### src/rtl/picobello_pkg.sv
// Shared types and the multicast system address map for the narrow AW
// multicast expander. The map describes a 4x4 cluster mesh (y at bits 18+:2,
// x at bits 20+:2, 256 KiB per cluster from 0x2000_0000) followed by one
// unicast-only peripheral region.
package picobello_pkg;

    localparam int unsigned NarrowAddrWidth = 48;
    localparam int unsigned NumClusters     = 16;
    localparam int unsigned SamNumRules     = NumClusters + 1;

    localparam logic [NarrowAddrWidth-1:0] ClusterBase = 48'h0000_2000_0000;
    localparam logic [NarrowAddrWidth-1:0] ClusterSpan = 48'h0000_0004_0000;
    localparam logic [NarrowAddrWidth-1:0] PeriphBase  = 48'h0000_0300_0000;
    localparam logic [NarrowAddrWidth-1:0] PeriphEnd   = 48'h0000_0400_0000;
    localparam logic [5:0] ClusterOffY = 6'd18;
    localparam logic [5:0] ClusterOffX = 6'd20;
    localparam logic [5:0] ClusterLenY = 6'd2;
    localparam logic [5:0] ClusterLenX = 6'd2;

    typedef logic [NarrowAddrWidth-1:0] user_mask_t;

    typedef struct packed {
        logic [2:0] x;
        logic [2:0] y;
    } id_t;

    typedef struct packed {
        id_t id;
    } sam_idx_t;

    typedef struct packed {
        sam_idx_t                   idx;
        logic [NarrowAddrWidth-1:0] start_addr;
        logic [NarrowAddrWidth-1:0] end_addr;
        logic [5:0]                 offset_x;
        logic [5:0]                 len_x;
        logic [5:0]                 offset_y;
        logic [5:0]                 len_y;
    } sam_multicast_rule_t;

    typedef sam_multicast_rule_t [SamNumRules-1:0] sam_mcast_map_t;

    typedef enum logic [2:0] {
        MCAST_IDLE   = 3'd0,
        MCAST_DECODE = 3'd1,
        MCAST_SINGLE = 3'd2,
        MCAST_EMIT   = 3'd3,
        MCAST_ERR    = 3'd4
    } mcast_exp_state_e;

    // Rules 0..NumClusters-1 are clusters (multicast capable), the last one is
    // a peripheral with empty x/y fields.
    function automatic sam_mcast_map_t gen_sam_mcast();
        sam_mcast_map_t map;
        map = '0;
        for (int unsigned i = 0; i < NumClusters; i++) begin
            map[i].idx.id.x   = 3'(i / 4);
            map[i].idx.id.y   = 3'(i % 4);
            map[i].start_addr = ClusterBase
                              + (NarrowAddrWidth'(i / 4) << ClusterOffX)
                              + (NarrowAddrWidth'(i % 4) << ClusterOffY);
            map[i].end_addr   = map[i].start_addr + ClusterSpan;
            map[i].offset_x   = ClusterOffX;
            map[i].len_x      = ClusterLenX;
            map[i].offset_y   = ClusterOffY;
            map[i].len_y      = ClusterLenY;
        end
        map[SamNumRules-1].idx.id.x   = 3'd4;
        map[SamNumRules-1].idx.id.y   = 3'd0;
        map[SamNumRules-1].start_addr = PeriphBase;
        map[SamNumRules-1].end_addr   = PeriphEnd;
        return map;
    endfunction

    localparam sam_mcast_map_t SamMcast = gen_sam_mcast();

    // Bits of the address a rule allows to be don't-care (its x and y fields).
    function automatic user_mask_t mcast_field_mask(sam_multicast_rule_t r);
        user_mask_t one;
        user_mask_t fx;
        user_mask_t fy;
        one = {{(NarrowAddrWidth-1){1'b0}}, 1'b1};
        fx  = ((one << r.len_x) - one) << r.offset_x;
        fy  = ((one << r.len_y) - one) << r.offset_y;
        return fx | fy;
    endfunction

    // A mask is legal for a rule when it only touches that rule's x/y fields.
    function automatic bit mcast_mask_legal(sam_multicast_rule_t r, user_mask_t m);
        return (m & ~mcast_field_mask(r)) == {NarrowAddrWidth{1'b0}};
    endfunction

endpackage

### src/rtl/picobello_sam_lookup.sv
// Combinational first-match decoder over the multicast system address map.
module picobello_sam_lookup import picobello_pkg::*; #(
    parameter int unsigned NumRules = SamNumRules,
    localparam int unsigned RuleW   = (NumRules > 1) ? $clog2(NumRules) : 1
) (
    input  logic [NarrowAddrWidth-1:0] addr_i,
    output logic                       hit_o,
    output logic [RuleW-1:0]           rule_o,
    output sam_idx_t                   idx_o
);

    // Scan from the highest rule down so the lowest matching index wins.
    always_comb begin
        hit_o  = 1'b0;
        rule_o = '0;
        idx_o  = '0;
        for (int i = NumRules - 1; i >= 0; i--) begin
            hit_o  = hit_o | ((addr_i >= SamMcast[i].start_addr) && (addr_i < SamMcast[i].end_addr));
            rule_o = ((addr_i >= SamMcast[i].start_addr) && (addr_i < SamMcast[i].end_addr))
                   ? RuleW'(i) : rule_o;
            idx_o  = ((addr_i >= SamMcast[i].start_addr) && (addr_i < SamMcast[i].end_addr))
                   ? SamMcast[i].idx : idx_o;
        end
    end

endmodule

### src/rtl/picobello_mcast_expander.sv
// Expands one masked AW request into a sequence of unicast beats, one per
// selected cluster, for a chimney that only understands unicast. The output
// beat lives in registers; it only changes when accepted or on a new decode.
module picobello_mcast_expander import picobello_pkg::*; #(
    parameter int unsigned AddrWidth    = NarrowAddrWidth,
    parameter int unsigned NumRules     = SamNumRules,
    parameter int unsigned NumMcastEp   = NumClusters,
    parameter bit          ExpandMcast  = 1'b1,
    parameter int unsigned MaxMcastBits = 12
) (
    input  logic                     clk_i,
    input  logic                     rst_i,
    input  logic                     req_valid_i,
    output logic                     req_ready_o,
    input  logic [AddrWidth-1:0]     req_addr_i,
    input  logic [AddrWidth-1:0]     req_mask_i,
    output logic                     out_valid_o,
    input  logic                     out_ready_i,
    output logic [AddrWidth-1:0]     out_addr_o,
    output logic [AddrWidth-1:0]     out_mask_o,
    output logic [$bits(id_t)-1:0]   out_dst_o,
    output logic                     out_last_o,
    output logic                     out_err_o,
    output logic                     busy_o
);

    localparam int unsigned RuleW = (NumRules > 1) ? $clog2(NumRules) : 1;
    localparam logic [AddrWidth-1:0] AddrZero = {AddrWidth{1'b0}};
    localparam logic [AddrWidth-1:0] AddrOne  = {{(AddrWidth-1){1'b0}}, 1'b1};

    mcast_exp_state_e       state_q, state_d;
    logic [AddrWidth-1:0]   addr_q, addr_d, mask_q, mask_d, e_q, e_d;
    logic                   out_valid_q, out_valid_d, out_last_q, out_last_d, out_err_q, out_err_d;
    logic [AddrWidth-1:0]   out_addr_q, out_addr_d, out_mask_q, out_mask_d;
    id_t                    out_dst_q, out_dst_d;

    logic                   dec_hit, emit_hit, dec_err, emit_err, emit_last;
    logic [RuleW-1:0]       dec_rule, emit_rule;
    sam_idx_t               dec_idx, emit_idx;
    logic [AddrWidth-1:0]   e_next, cand;

    // Enumeration: the first beat uses e = 0, later beats the masked increment.
    assign e_next = (state_q == MCAST_DECODE) ? AddrZero : (((e_q | ~mask_q) + AddrOne) & mask_q);
    assign cand   = (addr_q & ~mask_q) | (e_next & mask_q);

    picobello_sam_lookup #(.NumRules(NumRules)) u_dec_lookup (
        .addr_i (addr_q),
        .hit_o  (dec_hit),
        .rule_o (dec_rule),
        .idx_o  (dec_idx)
    );

    picobello_sam_lookup #(.NumRules(NumRules)) u_emit_lookup (
        .addr_i (cand),
        .hit_o  (emit_hit),
        .rule_o (emit_rule),
        .idx_o  (emit_idx)
    );

    // The latched address never changes during a request, so the decode
    // lookup stays valid for the whole expansion.
    assign dec_err = !dec_hit
                   || ((32'(dec_rule) >= NumMcastEp) && (mask_q != AddrZero))
                   || !mcast_mask_legal(SamMcast[dec_rule], mask_q)
                   || (32'($countones(mask_q & mcast_field_mask(SamMcast[dec_rule]))) > MaxMcastBits);
    assign emit_err  = !emit_hit || (32'(emit_rule) >= NumMcastEp);
    assign emit_last = (e_next == (mask_q & mcast_field_mask(SamMcast[dec_rule])));

    // Next-state and next-beat selection; the beat only moves when accepted.
    always_comb begin
        state_d     = state_q;
        addr_d      = addr_q;
        mask_d      = mask_q;
        e_d         = e_q;
        out_valid_d = out_valid_q;
        out_addr_d  = out_addr_q;
        out_mask_d  = out_mask_q;
        out_dst_d   = out_dst_q;
        out_last_d  = out_last_q;
        out_err_d   = out_err_q;
        case (state_q)
            MCAST_IDLE: begin
                if (req_valid_i) begin
                    addr_d  = req_addr_i;
                    mask_d  = req_mask_i;
                    e_d     = AddrZero;
                    state_d = MCAST_DECODE;
                end else begin
                    state_d = MCAST_IDLE;
                end
            end
            MCAST_DECODE: begin
                out_valid_d = 1'b1;
                if (dec_err) begin
                    state_d    = MCAST_ERR;
                    out_addr_d = addr_q;
                    out_mask_d = AddrZero;
                    out_dst_d  = '0;
                    out_last_d = 1'b1;
                    out_err_d  = 1'b1;
                end else if ((mask_q == AddrZero) || !ExpandMcast) begin
                    state_d    = MCAST_SINGLE;
                    out_addr_d = addr_q;
                    out_mask_d = ExpandMcast ? AddrZero : mask_q;
                    out_dst_d  = dec_idx.id;
                    out_last_d = 1'b1;
                    out_err_d  = 1'b0;
                end else begin
                    state_d    = MCAST_EMIT;
                    e_d        = e_next;
                    out_addr_d = cand;
                    out_mask_d = AddrZero;
                    out_dst_d  = emit_idx.id;
                    out_last_d = emit_last;
                    out_err_d  = emit_err;
                end
            end
            MCAST_SINGLE, MCAST_ERR: begin
                if (out_ready_i) begin
                    state_d     = MCAST_IDLE;
                    out_valid_d = 1'b0;
                end else begin
                    state_d = state_q;
                end
            end
            MCAST_EMIT: begin
                if (out_ready_i && out_last_q) begin
                    state_d     = MCAST_IDLE;
                    out_valid_d = 1'b0;
                end else if (out_ready_i) begin
                    e_d        = e_next;
                    out_addr_d = cand;
                    out_mask_d = AddrZero;
                    out_dst_d  = emit_idx.id;
                    out_last_d = emit_last;
                    out_err_d  = emit_err;
                end else begin
                    state_d = state_q;
                end
            end
            default: begin
                state_d     = MCAST_IDLE;
                out_valid_d = 1'b0;
            end
        endcase
    end

    // State, request latch and output beat registers; reset drops everything.
    always_ff @(posedge clk_i or posedge rst_i) begin
        if (rst_i) begin
            state_q     <= MCAST_IDLE;
            addr_q      <= AddrZero;
            mask_q      <= AddrZero;
            e_q         <= AddrZero;
            out_valid_q <= 1'b0;
            out_addr_q  <= AddrZero;
            out_mask_q  <= AddrZero;
            out_dst_q   <= '0;
            out_last_q  <= 1'b0;
            out_err_q   <= 1'b0;
        end else begin
            state_q     <= state_d;
            addr_q      <= addr_d;
            mask_q      <= mask_d;
            e_q         <= e_d;
            out_valid_q <= out_valid_d;
            out_addr_q  <= out_addr_d;
            out_mask_q  <= out_mask_d;
            out_dst_q   <= out_dst_d;
            out_last_q  <= out_last_d;
            out_err_q   <= out_err_d;
        end
    end

    assign req_ready_o = (state_q == MCAST_IDLE);
    assign busy_o      = (state_q != MCAST_IDLE);
    assign out_valid_o = out_valid_q;
    assign out_addr_o  = out_addr_q;
    assign out_mask_o  = out_mask_q;
    assign out_dst_o   = out_dst_q;
    assign out_last_o  = out_last_q;
    assign out_err_o   = out_err_q;

endmodule
### config.mk
export PLATFORM = sky130hd
export DESIGN_NAME = picobello_mcast_expander
export DESIGN_NICKNAME = d
export VERILOG_FILES = /design/src/rtl/picobello_pkg.sv /design/src/rtl/picobello_sam_lookup.sv /design/src/rtl/picobello_mcast_expander.sv
export SDC_FILE = /design/constraint.sdc
export NUM_CORES = 1
export LEC_CHECK = 0
export ABC_CLOCK_PERIOD_IN_PS = 21300
export CORE_MARGIN = 5
export CORE_UTILIZATION = 58
export DETAILED_ROUTE_END_ITERATION = 8
export DONT_BUFFER_PORTS = 1
export PLACE_DENSITY = 0.81
export SLEW_MARGIN = 20
export SYNTH_ARGS = -nofsm -noshare
export SYNTH_HDL_FRONTEND = slang
export SYNTH_HIERARCHICAL = 1
export SYNTH_SLANG_ARGS = --single-unit
### constraint.sdc
create_clock -name clk_i -period 21.3 [get_ports clk_i]
set_input_delay 4.26 -clock clk_i [delete_from_list [all_inputs] [get_ports clk_i]]
set_output_delay 4.26 -clock clk_i [all_outputs]
set_load 0.01 [all_outputs]
# Word level (Yosys, flattened, before mapping)
# Memories as Yosys holds them, arrays and structs flattened.
# Cells that the tools add are included.
# word_totals
n_memories	1
rom_bits	4032
input_bits	100
out_inout_bits	107
register_bits	252
# memory_table
memory	depth	word_bits	rd	rd_clocked_by_memory_dff	write_ports	line_no	rtl
(name not given)	32	126	1	0	0	picobello_mcast_expander.sv:67	assign emit_last = (e_next == (mask_q & mcast_field_mask(SamMcast[dec_rule])));
# op_classes
add_sub_neg	50
n_shift	4
eq_ne	12
n_mux	108
n_reduce_logical	56
bitwise	43
magnitude_cmp	72
# op_table
op	n
48-bit by 30-bit greater-or-equal comparator with 1-bit output (second input constant)	32
48-bit by 30-bit < comparator with 1-bit output (second input constant)	32
48-bit two-way mux	12
48-bit bitwise AND	5
6-bit two-way mux	38
48-bit one-hot mux with 2 select lines	2
5-bit two-way mux	34
48-bit OR	3
48-bit one-hot mux with 3 select lines	1
48-bit by 26-bit greater-or-equal comparator with 1-bit output (second input constant)	2
48-bit zero test	2
48-bit by 27-bit < comparator with 1-bit output (second input constant)	2
48-bit NOT	2
1-bit by 6-bit left shift with 48-bit output (first input constant)	2
48-bit by 6-bit left shift with 48-bit output	2
48-bit by 1-bit subtractor with 48-bit output (second input constant)	2
1-bit by 1-bit adder with 2-bit output	24
48-bit by 1-bit adder with 48-bit output (second input constant)	1
48-bit equality test	1
48-bit nonzero test	1
2-bit by 2-bit adder with 3-bit output	12
1-bit logical AND	36
1-bit OR	32
3-bit by 3-bit adder with 4-bit output	6
other kinds (27)	59

# Longest topological paths before layout
# Gate-level depths: netlist of run 1.
# depth
word_depth	36
depth_mapped	18

# By module
# Netlist of run 1, hierarchy kept.
# by_module_without_submodules
mod	seq_area_each_um2	n_inst	area_per_inst_um2	cells_per_inst
picobello_mcast_expander	5104.9	1	10919.2	1218
picobello_sam_lookup at u_dec_lookup	0.0	1	207.7	28
picobello_sam_lookup at u_emit_lookup	0.0	1	202.7	29

# Least setup slack after synthesis of run 1
# Ideal clock, no wire load.
# synth_timing
path_type	input to register
from	input out_ready_i
to	register out_last_q (netlist: out_last_o)
path_buffers	0
t_required_ns	21.205
arrival_time_ns	5.725
setup_slack_ns	15.479
stages	9
setup_ns	0.095
path_cell_list	nand2b_1 > a21oi_1 > inv_1 > and3_1 > nand4_1 > nor4bb_1 > nand4_1 > or4_1 > o32ai_2
# synth_via
elab_chain_len	3
word_cells_on_any_way	4
cone_classes	eq/ne (2); reduce/logical (2)
# synth_lines
element	line_no	rtl
start, declared	picobello_mcast_expander.sv:18	input logic out_ready_i,
1-bit logical AND	picobello_mcast_expander.sv:127	if (out_ready_i && out_last_q) begin
2-bit inequality test (no source line)	-	
3-bit AND reduction (no source line) *	-	
end signal, assigned	picobello_mcast_expander.sv:170	out_last_q <= out_last_d;
end, declared	picobello_mcast_expander.sv:33	logic out_valid_q, out_valid_d, out_last_q, out_last_d, out_err_q, out_err_d;
# Every way passes the cells marked *; elsewhere a longest branch is shown, timed or not.
# A chain may end at the register's enable or synchronous reset.

# Worst setup path after layout of run 1
# layout_timing
from	input out_ready_i
to	register e_q[8]
# layout_via
elab_chain_len	3
word_cells_on_any_way	4
cone_classes	eq/ne (2); reduce/logical (2)
# layout_lines
element	line_no	rtl
1-bit logical AND	picobello_mcast_expander.sv:127	
2-bit inequality test (no source line)	-	
6-bit AND reduction (no source line) *	-	
end signal, assigned	picobello_mcast_expander.sv:154	e_q <= AddrZero;
end, declared	picobello_mcast_expander.sv:32	logic [AddrWidth-1:0] addr_q, addr_d, mask_q, mask_d, e_q, e_d;
# Marks and branches as above.

==> results of run 1 <==
tightest hold or removal path: cells and delay by family, from the launching register on:
| family | cells | cell delay (ns) |
|---|---|---|
| simple gates | 1 | 0.05 |
| compound gates | 1 | 0.05 |
| flops | 1 | 0.34 |
cell type report:
type                    count  area (um2)
clock inverters            12         131
multi-input cells         927        5470
repair buffers              9        71.3
flip-flops and latches    204        5100
inverters                  61         236
fillers                  1610        7320
clock buffers              27         611
well taps                 265         332
metal layers:
layer / vias up / wire length (um) / global-route usage [%]
met4: 0 / 916 / 7.41
met5: - / 0 / 0
met3: 83 / 4240 / 7.54
li1: 4305 / - / -
met2: 632 / 13400 / 39.0
met1: 4463 / 12900 / 40.7
worst max-delay path by stage:
| stage | startpoint | endpoint | slack, ns | cells past startpoint |
|---|---|---|---|---|
| floorplan | rst_i | addr_q[0]$_DFFE_PP0P_ | 11.47 | 1 |
| global placement | out_ready_i | e_q[24]$_DFFE_PP0P_ | 14.59 | 7 |
| detailed placement | out_ready_i | e_q[8]$_DFFE_PP0P_ | 14.52 | 7 |
| CTS | out_ready_i | e_q[8]$_DFFE_PP0P_ | 14.98 | 7 |
| global route | out_ready_i | e_q[23]$_DFFE_PP0P_ | 14.69 | 7 |
| finish | out_ready_i | e_q[8]$_DFFE_PP0P_ | 14.90 | 7 |
stage by stage:
stage | utilization [%] | hold WS [ns] | total power, W | setup WS [ns] | instances
floorplan | - | 0.440 | 0.00106 | 11.47 | 1314
global placement | 58.1 | 0.454 | 0.00121 | 14.59 | 1465
detailed placement | 58.1 | 0.467 | 0.00123 | 14.52 | 1465
CTS | 61.9 | 0.481 | 0.00162 | 14.98 | 1504
global route | 62.0 | 0.499 | 0.00173 | 14.69 | 1505
finish | 62.0 | 0.476 | 0.00164 | 14.90 | 1505
power breakdown:
group	total (W)	internal (W)	switching [W]
registers	0.000706	0.000524	0.000182
clock network	0.000395	0.000230	0.000166
logic	0.000541	0.000191	0.000350
state kept, by name, indices dropped and copies added (netlist names):
name and count:
out_addr_o 48, mask_q 48, state_q 3, out_last_o 1
e_q 48, out_dst_o 6, out_err_o 1, addr_q 48
out_valid_o 1
==> results.yml, run 1 <==
status:
  run_status: "completed"
worst_setup_path:
  reg2reg_setup_slack_ns: 16.67
  slowest_delay_ns: 0.75
  r2r-end: "out_err_o$_DFFE_PP0P_"
  worst-path-max-fanout: 111
  slowest_stage: "nand2_4"
  crit_type: "input port to register"
  ff2ff_path_depth: 15
  crit_required_ns: 21.69
  worstSetupStartpointType: "input port"
  cp_num_buf_inv: 2
  worst_setup_path_end_kind: "register"
  crit_path_cell_trace: "inv_1 -> o21ai_0 -> nand2_4 -> a22o_2 -> buf_4 -> o21ai_0 -> a32o_1"
  critical-path-top-delay-family: "compound AO/OA/AOI/OAI gates"
  timing.rr.start: "mask_q[0]$_DFFE_PP0P_"
  path_common_cell: "o21ai_0"
  critPathArrivalTime_ns: 6.79
cts:
  clk_transition_reported_paths_ns: 0.06
  cts_hold_buf: 0
  clock_latency_ns: 0.52
  h-tree-depth: 1
  postCtsSetupBuffers: 0
  clkSinkCount: 204
  cts_tree: "yes"
  cts_root_buf: "clkbuf_16"
  clock_tree_buf_depth: 3
  resize_count_post_cts: 0
  numCtsBuffers: 22
sta:
  rsz0062_at_grt: "no"
  fmax_mhz: 156
  setup_viol_count_final: 0
  slew_viol_final: 0
  skew_ns: 0.0201
  tightest_slew_margin_relative_to_the_limit_pct: 28.6
  min_period_over_period_pct: 30.0
  report.final.hold_viol_count: 0
  setup-tns-final_ns: 0
  tightest_slew_ns: 1.07
  layout_min_cycle_time_ns: 6.40
flow_run:
  max_cap_violations: 0
logic_synthesis:
  synth-warning-count: 6
  synthCells: 1267
  post_synth_instance_area_um2: 11300
  synth.avg_cell_area_um2: 8.89
drt:
  drt_total_wl_mm: 31.4
  post-route-drc-count: 0
  drt-pass1-iter-count: 6
  detail_route.vias_per_cell: 6.30
  route.antenna.remaining_nets: 0
  violation_count_after_the_first_detailed_routing_iteration: 1389
  drt-wirelength-per-cell_um: 20.9
  route.vias.total: 9483
final_layout:
  mostFrequentLayoutCells: "dfrtp_1 (204), nand2_1 (186), o21ai_0 (142)"
  finalNetCount: 1326
  final_area_um2: 12000
  layout_overhead_on_the_synthesized_area_pct: 6.08
  layout_commonest_cell: "dfrtp_1"
  antenna-diode-count: 0
  drive_gt1_share_pct: 10.6
hold_path:
  hold_path_startpoint: "e_q[30]$_DFFE_PP0P_"
  whs_endpoint: "e_q[30]$_DFFE_PP0P_"
  hold_class: "register to register"
  whs_path_cells: 2
die:
  die-height_um: 149
  start_util_pct: 58.5
  core_box_area_um2: 19300
  num_io_pins: 207
  die-area_um2: 22300
  floorplan.die.width_um: 149
  row_count: 51
global_route:
  antenna_found_initial: 0
  grt.total_usage_pct: 27.2
  grt_overflow_total: 0
  first_global_vias: 8625
  grt_max_degree: 132
  first_pass_grt_wire_length_mm: 48.3
power_and_ir_drop:
  peakVddDrop_mv: 0.0825
  power_leakage_nw: 4.99
  power.density_nw_per_um2: 137
place:
  post-dp-hpwl_mm: 22.4
  io_buffer_count: 0
  post_dp_cell_area_um2: 11200
  place.gp.congestion: 0.956
(Power assumes the default switching activity.)
==> run 2, diff against run 1 <==
--- a/config.mk
+++ b/config.mk
@@ -5,7 +5,7 @@
 export SDC_FILE = /design/constraint.sdc
 export NUM_CORES = 1
 export LEC_CHECK = 0
-export ABC_CLOCK_PERIOD_IN_PS = 21300
+export ABC_CLOCK_PERIOD_IN_PS = 6000
 export CORE_MARGIN = 5
 export CORE_UTILIZATION = 58
 export DETAILED_ROUTE_END_ITERATION = 8
==> constraint.sdc (replaced) <==
create_clock -name clk_i -period 6 [get_ports clk_i]
set_input_delay 1.2 -clock clk_i [delete_from_list [all_inputs] [get_ports clk_i]]
set_output_delay 1.2 -clock clk_i [all_outputs]
set_load 0.01 [all_outputs]
==> results.yml, run 2 (synthesis gave the netlist of run 1 again) <==
final_layout:
  final_core_util_pct: 62.8
  layout_overhead_on_the_synthesized_area_pct: 7.32
  antenna-diode-count: 0
  layout_commonest_cell: "dfrtp_1"
  finalNetCount: 1330
  mostFrequentLayoutCells: "dfrtp_1 (204), nand2_1 (186), o21ai_0 (142)"
  drive_gt1_share_pct: 11.0
cts:
  postCtsSetupBuffers: 0
  resize_count_post_cts: 0
  clock_latency_ns: 0.51
  cts_hold_buf: 0
  numCtsBuffers: 23
  h-tree-depth: 1
  clk_transition_reported_paths_ns: 0.06
  clock_tree_buf_depth: 3
  clkSinkCount: 204
  cts_root_buf: "clkbuf_16"
  cts_tree: "yes"
global_route:
  first_global_vias: 8804
  antenna_found_initial: 4
  grt_overflow_total: 0
  first_pass_grt_wire_length_mm: 50.3
  grt.total_usage_pct: 28.8
  grt_max_degree: 116
sta:
  skew_ns: 0.0142
  setup_viol_count_final: 0
  min_period_over_period_pct: 74.7
  tightest_slew_ns: 1.09
  rsz0062_at_grt: "no"
  fmax_mhz: 223
  setup-tns-final_ns: 0
  slew_viol_final: 0
  report.final.hold_viol_count: 0
  tightest_slew_margin_relative_to_the_limit_pct: 27.2
  layout_min_cycle_time_ns: 4.48
drt:
  detail_route.vias_per_cell: 6.27
  drt-pass1-iter-count: 6
  drt_total_wl_mm: 32.9
  route.antenna.remaining_nets: 0
  route.vias.total: 9462
  violation_count_after_the_first_detailed_routing_iteration: 1140
  drt-wirelength-per-cell_um: 21.8
  post-route-drc-count: 0
die:
  num_io_pins: 207
  core_box_area_um2: 19300
  start_util_pct: 58.5
  die-area_um2: 22300
  row_count: 51
  floorplan.die.width_um: 149
  die-height_um: 149
worst_setup_path:
  worstSetupStartpointType: "register"
  cp_num_buf_inv: 1
  worst_setup_path_end_kind: "register"
  crit_path_cell_trace: "nand2b_1 -> ha_1 -> nand3_1 -> or4_4 -> nor3_2 -> nand4b_1 -> xor2_1 -> nand3b_1 -> nand2_1 -> nor4_2 -> nand4_2 -> nor3_1 -> inv_1 -> a21oi_1 -> nor2_1 -> o21ai_0"
  crit_type: "register to register"
  slowest_delay_ns: 0.79
  slowest_stage: "or4_4"
  worst-path-max-fanout: 13
  critPathArrivalTime_ns: 4.90
  crit_required_ns: 6.41
  critical-path-top-delay-family: "simple AND/OR/NAND/NOR gates"
place:
  io_buffer_count: 0
  post-dp-hpwl_mm: 24.1
  place.gp.congestion: 0.965
hold_path:
  hold_class: "register to register"
status:
  run_status: "completed"
power_and_ir_drop:
  power.density_nw_per_um2: 499
  total_power_w: 0.00604
  peakVddDrop_mv: 0.247
  power_leakage_nw: 5.06
flow_run:
  max_cap_violations: 0
## run 2: cell count changes in the layout (fill, tap and decap cells not counted), sizes merged
cell	previous run	this run
clkbuf	27	32
clkinvlp	4	5
clkinv	4	1
inv	63	60
buf	9	12
bufinv	2	4
## run 2: final cells by class
class	instances	area [um2]
Clock buffer	32	689
Clock inverter	9	155
Fill cell	1595	7180
Inverter	61	233
Multi-Input combinational cell	927	5460
Sequential cell	204	5100
Tap cell	265	332
Timing Repair Buffer	12	123
## run 2: metrics by stage
| step | hold WS [ns] | setup slack [ns] | std cells | cell area, um2 |
|---|---|---|---|---|
| floorplan | 0.440 | 2.16 | 1314 | 11400 |
| global placement | 0.454 | 1.76 | 1468 | 11200 |
| detailed placement | 0.464 | 1.63 | 1469 | 11200 |
| CTS | 0.478 | 1.61 | 1510 | 12100 |
| global route | 0.495 | 1.27 | 1510 | 12100 |
| finish | 0.475 | 1.52 | 1510 | 12100 |
## run 2: metal layers
| layer | track usage (%) | wire length (um) | vias to the layer above |
|---|---|---|---|
| li1 | - | - | 4317 |
| met1 | 42.7 | 13800 | 4508 |
| met2 | 41.4 | 14000 | 577 |
| met4 | 6.77 | 616 | 8 |
| met5 | 0 | 52 | - |
| met3 | 8.96 | 4460 | 52 |
## run 2: power by group
part / total [W] / internal, W / switching [W]
combinational: 0.00199 / 0.000693 / 0.00129
clock: 0.00155 / 0.000972 / 0.000576
sequential: 0.00251 / 0.00186 / 0.000647
total: 0.00604 / 0.00353 / 0.00251
## run 2: final timing paths
kind                                             from                         end  slack, ns  cells past startpoint
worst max-delay path            mask_q[0]$_DFFE_PP0P_       out_err_o$_DFFE_PP0P_       1.52                     16
worst min-delay path               e_q[1]$_DFFE_PP0P_          e_q[1]$_DFFE_PP0P_       0.47                      2
worst max register to register  mask_q[0]$_DFFE_PP0P_       out_err_o$_DFFE_PP0P_       1.52                     16
worst min register to register     e_q[1]$_DFFE_PP0P_          e_q[1]$_DFFE_PP0P_       0.47                      2
max in group asynchronous                       rst_i         e_q[36]$_DFFE_PP0P_       4.33                      2
min in group asynchronous                       rst_i  out_addr_o[11]$_DFFE_PP0P_       0.64                      1
## run 2: tightest hold or removal path: cells and delay by family, from the launching register on
family / cells / cell delay [ns]
flops: 1 / 0.34
compound gates: 1 / 0.06
simple gates: 1 / 0.05
==> run 3, diff against run 2 <==
--- a/config.mk
+++ b/config.mk
@@ -5,7 +5,7 @@
 export SDC_FILE = /design/constraint.sdc
 export NUM_CORES = 1
 export LEC_CHECK = 0
-export ABC_CLOCK_PERIOD_IN_PS = 6000
+export ABC_CLOCK_PERIOD_IN_PS = 4700
 export CORE_MARGIN = 5
 export CORE_UTILIZATION = 58
 export DETAILED_ROUTE_END_ITERATION = 8
==> constraint.sdc (replaced) <==
create_clock -name clk_i -period 4.7 [get_ports clk_i]
set_input_delay 0.94 -clock clk_i [delete_from_list [all_inputs] [get_ports clk_i]]
set_output_delay 0.94 -clock clk_i [all_outputs]
set_load 0.01 [all_outputs]
==> results.yml, run 3 (synthesis gave the netlist of run 1 again) <==
status:
  run_status: "completed"
final_layout:
  layout_commonest_cell: "dfrtp_1"
  stdcell_count: 1523
  antenna-diode-count: 0
  final_area_um2: 12100
  layout_overhead_on_the_synthesized_area_pct: 7.56
  mostFrequentLayoutCells: "dfrtp_1 (204), nand2_1 (186), o21ai_0 (142)"
  finalNetCount: 1347
  drive_gt1_share_pct: 11.7
drt:
  drt-wirelength-per-cell_um: 21.4
  route.vias.total: 9607
  route.antenna.remaining_nets: 0
  post-route-drc-count: 0
  drt-pass1-iter-count: 5
  drt_total_wl_mm: 32.5
  detail_route.vias_per_cell: 6.31
  violation_count_after_the_first_detailed_routing_iteration: 1415
cts:
  cts_hold_buf: 0
  clock_latency_ns: 0.53
  h-tree-depth: 1
  numCtsBuffers: 22
  clock_tree_buf_depth: 3
  cts_tree: "yes"
  clk_transition_reported_paths_ns: 0.06
  cts_root_buf: "clkbuf_16"
  clkSinkCount: 204
  postCtsSetupBuffers: 0
  resize_count_post_cts: 0
sta:
  report.final.hold_viol_count: 0
  setup_viol_count_final: 0
  tightest_slew_ns: 1.18
  tightest_slew_margin_relative_to_the_limit_pct: 21.7
  min_period_over_period_pct: 89.0
  fmax_mhz: 239
  slew_viol_final: 0
  setup-tns-final_ns: 0
  skew_ns: 0.0374
  layout_min_cycle_time_ns: 4.18
  rsz0062_at_grt: "no"
global_route:
  grt_max_degree: 111
  grt.total_usage_pct: 28.3
  first_global_vias: 8693
  grt_overflow_total: 0
  antenna_found_initial: 5
  first_pass_grt_wire_length_mm: 49.9
place:
  place.gp.congestion: 0.998
  io_buffer_count: 0
  post_dp_cell_area_um2: 11400
  post-dp-hpwl_mm: 24.2
  placedCellCount: 1487
die:
  num_io_pins: 207
  start_util_pct: 58.5
  die-height_um: 149
  floorplan.die.width_um: 149
  die-area_um2: 22300
  row_count: 51
  core_box_area_um2: 19300
worst_setup_path:
  worst_setup_path_end_kind: "register"
  crit_type: "register to register"
  crit_required_ns: 5.11
  critPathArrivalTime_ns: 4.60
  worstSetupStartpointType: "register"
  worst-path-max-fanout: 16
  reg2reg_setup_slack_ns: 0.52
power_and_ir_drop:
  power.density_nw_per_um2: 624
  total_power_w: 0.00757
  power_leakage_nw: 5.10
  peakVddDrop_mv: 0.276
hold_path:
  hold_class: "input port to async pin"
flow_run:
  max_cap_violations: 0
-- run 3: area by class of cell --
cell class,instances,area (um2)
inverter,61,233
timing repair buffer,30,250
clock buffer,28,604
tap,265,332
fill,1619,7150
sequential,204,5100
clock inverter,8,140
multi-input combinational,927,5460
-- run 3: power by group --
| group | switching [W] | internal, W |
|---|---|---|
| sequential | 0.000802 | 0.00237 |
| clock | 0.000695 | 0.00112 |
| combinational | 0.00167 | 0.000908 |
| total | 0.00316 | 0.00440 |
-- run 3: per-stage QoR --
step,worst slack (ns),hold WS (ns),util [%]
3_3_place_gp,0.709,0.452,59.0
3_5_place_dp,0.623,0.458,59.0
6_report,0.518,0.370,62.9
4_1_cts,0.633,0.384,62.9
5_1_grt,0.216,0.413,62.9
2_1_floorplan,1.06,0.440,-
-- run 3: worst max-delay path, stage by stage, from the launching register on --
cell	delay (ns)
dfrtp_1	0.44
nand2b_1	0.19
o2111ai_1	0.13
buf_4	0.19
or4_1	0.85
or4_4	0.56
xor2_1	0.19
or2_2	0.15
o21ai_0	0.13
nor4_2	0.33
nand4_2	0.22
nor3_1	0.33
mux2i_1	0.14
o31ai_1	0.24
-- run 3: path summary, 6_finish.rpt --
path / cells after the start / startpoint / end
hold reg to reg: 2 / e_q[1]$_DFFE_PP0P_ / e_q[1]$_DFFE_PP0P_
hold / removal: 1 / rst_i / addr_q[25]$_DFFE_PP0P_
setup reg to reg: 13 / e_q[4]$_DFFE_PP0P_ / out_dst_o[0]$_DFFE_PP0P_
max in group asynchronous: 2 / rst_i / mask_q[34]$_DFFE_PP0P_
min in group clk_i: 2 / e_q[1]$_DFFE_PP0P_ / e_q[1]$_DFFE_PP0P_
setup / recovery: 13 / e_q[4]$_DFFE_PP0P_ / out_dst_o[0]$_DFFE_PP0P_
-- run 3: routing by layer --
metal  vias up  GRT usage, %  part of all wire, %
li1       4345             -                    -
met1      4571          43.4                   42
met2       605          39.5                   42
met3        76          8.14                   13
met4        10          7.41                  2.5
met5         -             0                 0.26
